## src/rtl/mc_ctrl.sv

```systemverilog
// Multi-cycle MIPS control FSM: FETCH/DECODE/EXE/MEM/WB sequencing with a
// req/ack memory handshake, datapath strobes/selects and a retired-instruction counter.
module mc_ctrl #(
   parameter int ALUOP_W = 5,
   parameter int CNT_W   = 32
) (
   input  logic               clk,
   input  logic               reset,
   input  logic [5:0]         op,
   input  logic [5:0]         funct,
   input  logic               zero,
   input  logic               mem_ack,
   output logic [ALUOP_W-1:0] ALUop,
   output logic [1:0]         alu_b_sel,
   output logic               pc_we,
   output logic [1:0]         pc_src,
   output logic               ir_we,
   output logic               mem_req,
   output logic               mem_we,
   output logic               reg_we,
   output logic               reg_dst,
   output logic               wd_sel,
   output logic               illegal,
   output logic [CNT_W-1:0]   retired
);

   typedef enum logic [2:0] {
      S_IDLE, S_FETCH, S_DECODE, S_EXE, S_MEM, S_WB
   } state_t;

   typedef enum logic [3:0] {
      C_NONE, C_ADDU, C_SUBU, C_ORI, C_LW, C_SW, C_LUI, C_BEQ, C_J, C_ILLEGAL
   } class_t;

   state_t state, next_state;
   class_t cls, next_cls, dec_cls;
   logic   retire;
   logic [ALUOP_W-1:0] alu_code;
   logic [1:0]         b_code;

   always_comb begin
      dec_cls = C_ILLEGAL;
      case (op)
         6'h00: begin
            if (funct == 6'h21)      dec_cls = C_ADDU;
            else if (funct == 6'h23) dec_cls = C_SUBU;
         end
         6'h0D:   dec_cls = C_ORI;
         6'h23:   dec_cls = C_LW;
         6'h2B:   dec_cls = C_SW;
         6'h0F:   dec_cls = C_LUI;
         6'h04:   dec_cls = C_BEQ;
         6'h02:   dec_cls = C_J;
         default: dec_cls = C_ILLEGAL;
      endcase
   end

   // ALU controls come only from the latched class, so EXE/MEM/WB hold them steady
   always_comb begin
      alu_code = '0;
      b_code   = 2'd0;
      case (cls)
         C_SUBU:  alu_code = ALUOP_W'(1);
         C_BEQ:   alu_code = ALUOP_W'(1);
         C_ORI:   begin alu_code = ALUOP_W'(2); b_code = 2'd1; end
         C_LW:    begin alu_code = ALUOP_W'(3); b_code = 2'd2; end
         C_SW:    begin alu_code = ALUOP_W'(4); b_code = 2'd2; end
         C_LUI:   begin alu_code = ALUOP_W'(5); b_code = 2'd1; end
         default: begin alu_code = '0; b_code = 2'd0; end
      endcase
   end

   always_ff @(posedge clk or negedge reset) begin
      if (!reset) begin
         state   <= S_IDLE;
         cls     <= C_NONE;
         retired <= '0;
      end else begin
         state <= next_state;
         cls   <= next_cls;
         if (retire) retired <= retired + CNT_W'(1);
      end
   end

   always_comb begin
      next_state = state;
      next_cls   = cls;
      retire     = 1'b0;
      ALUop      = '0;
      alu_b_sel  = 2'd0;
      pc_we      = 1'b0;
      pc_src     = 2'd0;
      ir_we      = 1'b0;
      mem_req    = 1'b0;
      mem_we     = 1'b0;
      reg_we     = 1'b0;
      reg_dst    = 1'b0;
      wd_sel     = 1'b0;
      illegal    = 1'b0;
      case (state)
         S_IDLE: next_state = S_FETCH;
         S_FETCH: begin
            mem_req = 1'b1;
            if (mem_ack) begin
               ir_we      = 1'b1;
               pc_we      = 1'b1;
               next_state = S_DECODE;
            end
         end
         // The class register is not loaded yet here, so decode op directly
         S_DECODE: begin
            next_cls = dec_cls;
            if (dec_cls == C_ILLEGAL) begin
               illegal    = 1'b1;
               next_state = S_FETCH;
            end else if (dec_cls == C_J) begin
               pc_we      = 1'b1;
               pc_src     = 2'd2;
               retire     = 1'b1;
               next_state = S_FETCH;
            end else begin
               next_state = S_EXE;
            end
         end
         S_EXE: begin
            ALUop     = alu_code;
            alu_b_sel = b_code;
            case (cls)
               C_BEQ: begin
                  pc_we      = zero;
                  pc_src     = 2'd1;
                  retire     = 1'b1;
                  next_state = S_FETCH;
               end
               C_LW, C_SW:                   next_state = S_MEM;
               C_ADDU, C_SUBU, C_ORI, C_LUI: next_state = S_WB;
               default:                      next_state = S_FETCH;
            endcase
         end
         S_MEM: begin
            ALUop     = alu_code;
            alu_b_sel = b_code;
            mem_req   = 1'b1;
            mem_we    = (cls == C_SW);
            if (mem_ack) begin
               if (cls == C_SW) begin
                  retire     = 1'b1;
                  next_state = S_FETCH;
               end else begin
                  next_state = S_WB;
               end
            end
         end
         S_WB: begin
            ALUop      = alu_code;
            alu_b_sel  = b_code;
            reg_we     = 1'b1;
            reg_dst    = (cls == C_ADDU) || (cls == C_SUBU);
            wd_sel     = (cls == C_LW);
            retire     = 1'b1;
            next_state = S_FETCH;
         end
         default: next_state = S_IDLE;
      endcase
   end

endmodule

```

## config.mk

```make
export PLATFORM = sky130hd
export DESIGN_NAME = mc_ctrl
export DESIGN_NICKNAME = d
export VERILOG_FILES = /design/src/rtl/mc_ctrl.sv
export SDC_FILE = /design/constraint.sdc
export NUM_CORES = 1
export LEC_CHECK = 0
export BUFFER_PORTS_ARGS = -buffer_cell sky130_fd_sc_hd__buf_2
export CAP_MARGIN = 0
export CORE_MARGIN = 5
export CORE_UTILIZATION = 54
export DETAILED_ROUTE_END_ITERATION = 6
export MAX_ROUTING_LAYER = met4
export PLACE_DENSITY = 0.81
export RECOVER_POWER = 50
export SETUP_SLACK_MARGIN = 0.5
export SKIP_CTS_REPAIR_TIMING = 1
export SYNTH_ARGS = -nofsm -noshare
export SYNTH_HDL_FRONTEND = slang
export SYNTH_SLANG_ARGS = --single-unit
```

## constraint.sdc

```tcl
create_clock -name clk -period 3.5 [get_ports clk]
set_input_delay 0.7 -clock clk [delete_from_list [all_inputs] [get_ports clk]]
set_output_delay 0.7 -clock clk [all_outputs]
set_load 0.02 [all_outputs]
```

==> impl_results.md <==
- Origin of the worst min-delay path: retired[31]
- Post-CTS clock slew at the launch and capture registers of the worst setup and hold paths: 0.08 ns
- R2r setup slk: approximately 1.1 ns
- Max stage delay cell, worst path: a2111oi_4
- Status: finished with violations
- Async set-or-reset flop fraction in the synthesized netlist: 1.000
- Max-slew headroom at the worst pin: -0.3965
- Buffer type at the clock tree root: clkbuf_8
- Post-layout utilization of the core: 0.6500
- Classification of the worst-slack hold path: reg -> reg
- Actual slew at the worst max-slew pin: ~2.1 ns
- DIE AREA: roughly 6400 um^2
- Number of enable-type register cells in the synthesized netlist: 0
- Predominant post-synthesis flop cell: dfrtp_1
- DRC Markers: 0
- Nets@finish: about 340
- Core area: ~4800 um^2
- Area contributors post-synth: dfrtp_1, a2111oi_2, xor2_1
- Total of fill cells in the finished design: 414
- Wire length per cell after detailed routing: 15.41 um
- Cell type with the highest aggregate area in the netlist: dfrtp_1
- Total negative slack: 0 ns
- Crit. End Element: output pin
- Total number of placement rows: 25
- Nature of the critical path startpoint: input port
- # Max-Cap Violations: 1
- Number of placed instances with taps included: roughly 380
- Total half-perimeter wirelength after legalization and detailed placement: about 4300 um
- Setup Viol. Count Final: 0
- Clock tree from TritonCTS: yes
- Last weighted congestion value of the routability-driven placer: between 0.8 and 0.9
- FF-to-FF path depth: 5
- Maximum root-to-sink buffer count: 2
- Final instance count without filler cells: 387
- Worst path most repeated cell: buf_2
- Total iterations of the first detailed-routing run: 4
- Total clock sinks: 39
- Count of synthesis-stage warnings from yosys: 0
- Most frequent standard cell in the layout excluding fill and tap cells: buf_2
- Netlist area before placement: 2669 um^2
- Mapped Cells: about 270
- Number of hold violations in the final report: 0
- Most frequent cells in the layout: buf_2, dfrtp_1, xor2_1
- Min cycle time layout: around 3 ns
- Die extent in x: ~80 um
- Routed Antenna Nets: 0
- Power density normalized to cell area: roughly 500 nW/um^2
- Number of global-route vias before repair: between 2000 and 2500
- Die boundary height: ~80 um
- Sequential-to-total area share from yosys stat: 0.3657
- GRT Residual Overflow: 0
- Overall power consumption: between 1.5 and 2 mW
- Flip-flop and latch count after synthesis: 39
- Iteration-0 DRC Markers: ~160
- Maximum fanout encountered on the critical timing path: 9
- Worst-skew pair later-pin latency: approximately 0.30 ns
- Count of buffers inserted at the top-level ports: 62
- Pin count of the biggest net entering global routing: 40
- Final instance area: just over 3000 um^2
- Worst EP required: between 2 and 3 ns
- Number of instances on the worst hold path: 1
- Cell-by-cell listing of the critical path: buf_2 -> a2111oi_4 -> a311oi_2 -> o311ai_4 -> a21oi_1 -> or2_4 -> buf_2
- Number of vias after detailed routing: between 2000 and 2500
- I/O Pins: between 60 and 70
- Number of distinct library cells after synthesis: 56
- Synth top area share: 0.3657
- Post-Route Skew: around 0.0070 ns
- Area Growth Syn to Fin: 15.80%
- Arr. time, crit path: approximately 2.2 ns
- Worst r2r dst: retired[26]
- Violated checks: capacitance limit, slew limit
- GR Util All Layers: 0.2013
- Endpoint of the worst hold-timing path: retired[31]
- Routed wire length: 5963 um
- Starting density of the core: 0.5613
- Wire length of the first global-routing pass: roughly 10000 um
- Antenna violations before repair: 0
- Critical path class: in -> out
- Inserted Clock Buffers: 5
- Fraction of layout instances using a drive strength above 1: 0.2719
- Worst vdd rail ir drop: just under 0.0004 V
- Max Transition Viols Final: 40
- Via density per instance: 5.824
- Share of the cycle needed by the critical path after routing: 0.8328
- Average cell area after synthesis: 9.958 um^2
- Stage delay of the slowest cell on the critical path: 0.39 ns
- RSZ-0062 raised after global routing: no
- # H-tree levels: 2
- Leakage power summed over all cells: about 1.4 nW
- Area of placed instances: 2985 um^2
- Number of inserted diodes: 0
- Highest clock rate: approximately 0.34 GHz
- Reg2reg start: retired[6]
[cell families (layout without fill, tap and decap cells)]
family | after synthesis | count (layout) | share of synthesized area
AOI/OAI and AO/OA | 59 | 59 | 0.2321
other | 1 | 2 | 0.001405
buffers and inverters | 33 | 84 | 0.06188
and+or+nand+nor | 98 | 98 | 0.2077
adders and majority gates | 4 | 4 | 0.01875
xor gates and xnor gates | 33 | 33 | 0.1083
DFF | 39 | 39 | 0.3657
muxes | 1 | 1 | 0.004219
[Yosys cell counts, types with 4 or more instances]
cell type,n
dfrtp_1,39
xor2_1,29
a2111oi_2,21
nand2_1,21
nand3_1,13
nor2_1,13
a211oi_1,12
clkbuf_1,9
inv_1,9
nand4_1,8
nor3_1,8
buf_2,6
o21ai_0,6
ha_1,4
nor2b_1,4
xnor2_1,4
[sequential cells by signal (all words and copies together), names as in the netlist]
signal,count
retired,32
cls,4
state,3
[how the worst max path moves through the flow]
stage / startpoint / end / slack (ns) / cells after the start
floorplan: op[2] / pc_we / 0.51 / 7
global placement: op[2] / pc_we / 0.60 / 7
detailed placement: op[2] / pc_we / 0.56 / 7
CTS: op[2] / pc_we / 0.56 / 7
global route: op[2] / pc_we / 0.51 / 7
finish: op[2] / pc_we / 0.59 / 7
[metal layers]
metal  vias up  part of all wire  wire, um  GRT usage
met5         -                 0         0          -
met4         0             0.017       104    0.07264
met3        13             0.048       288    0.04596
met2        59              0.46      2762     0.3005
met1      1086              0.47      2808     0.2686
li1       1096                 -         -          -
[metrics by stage]
step | hold slack, ns | setup WS, ns
CTS | 0.4716 | 0.5575
detailed placement | 0.4568 | 0.5601
floorplan | 0.4044 | 0.5063
finish | 0.4682 | 0.5853
global route | 0.5019 | 0.5102
global placement | 0.4527 | 0.6005
[worst max-delay path: cells and delay by family]
family | cells | cell delay (ns)
compound gates | 4 | 0.98
buf+inv | 2 | 0.31
simple gates | 1 | 0.22
[layout make-up]
| cell class | instances | area [um^2] | share of cell area |
|---|---|---|---|
| timing repair buffer | 65 | 306.5 | 0.09919 |
| clock buffer | 6 | 82.58 | 0.02672 |
| sequential | 39 | 975.9 | 0.3158 |
| tap | 67 | 83.83 | 0.02713 |
| multi-input combinational | 197 | 1565 | 0.5065 |
| clock inverter | 2 | 35.03 | 0.01134 |
| inverter | 11 | 41.29 | 0.01336 |
[power breakdown]
part,total [mW],internal (mW),switching (mW)
registers,0.606,0.500,0.106
clock network,0.396,0.231,0.165
logic,0.537,0.180,0.356
No activity file was read; power rests on OpenSTA's default activity.
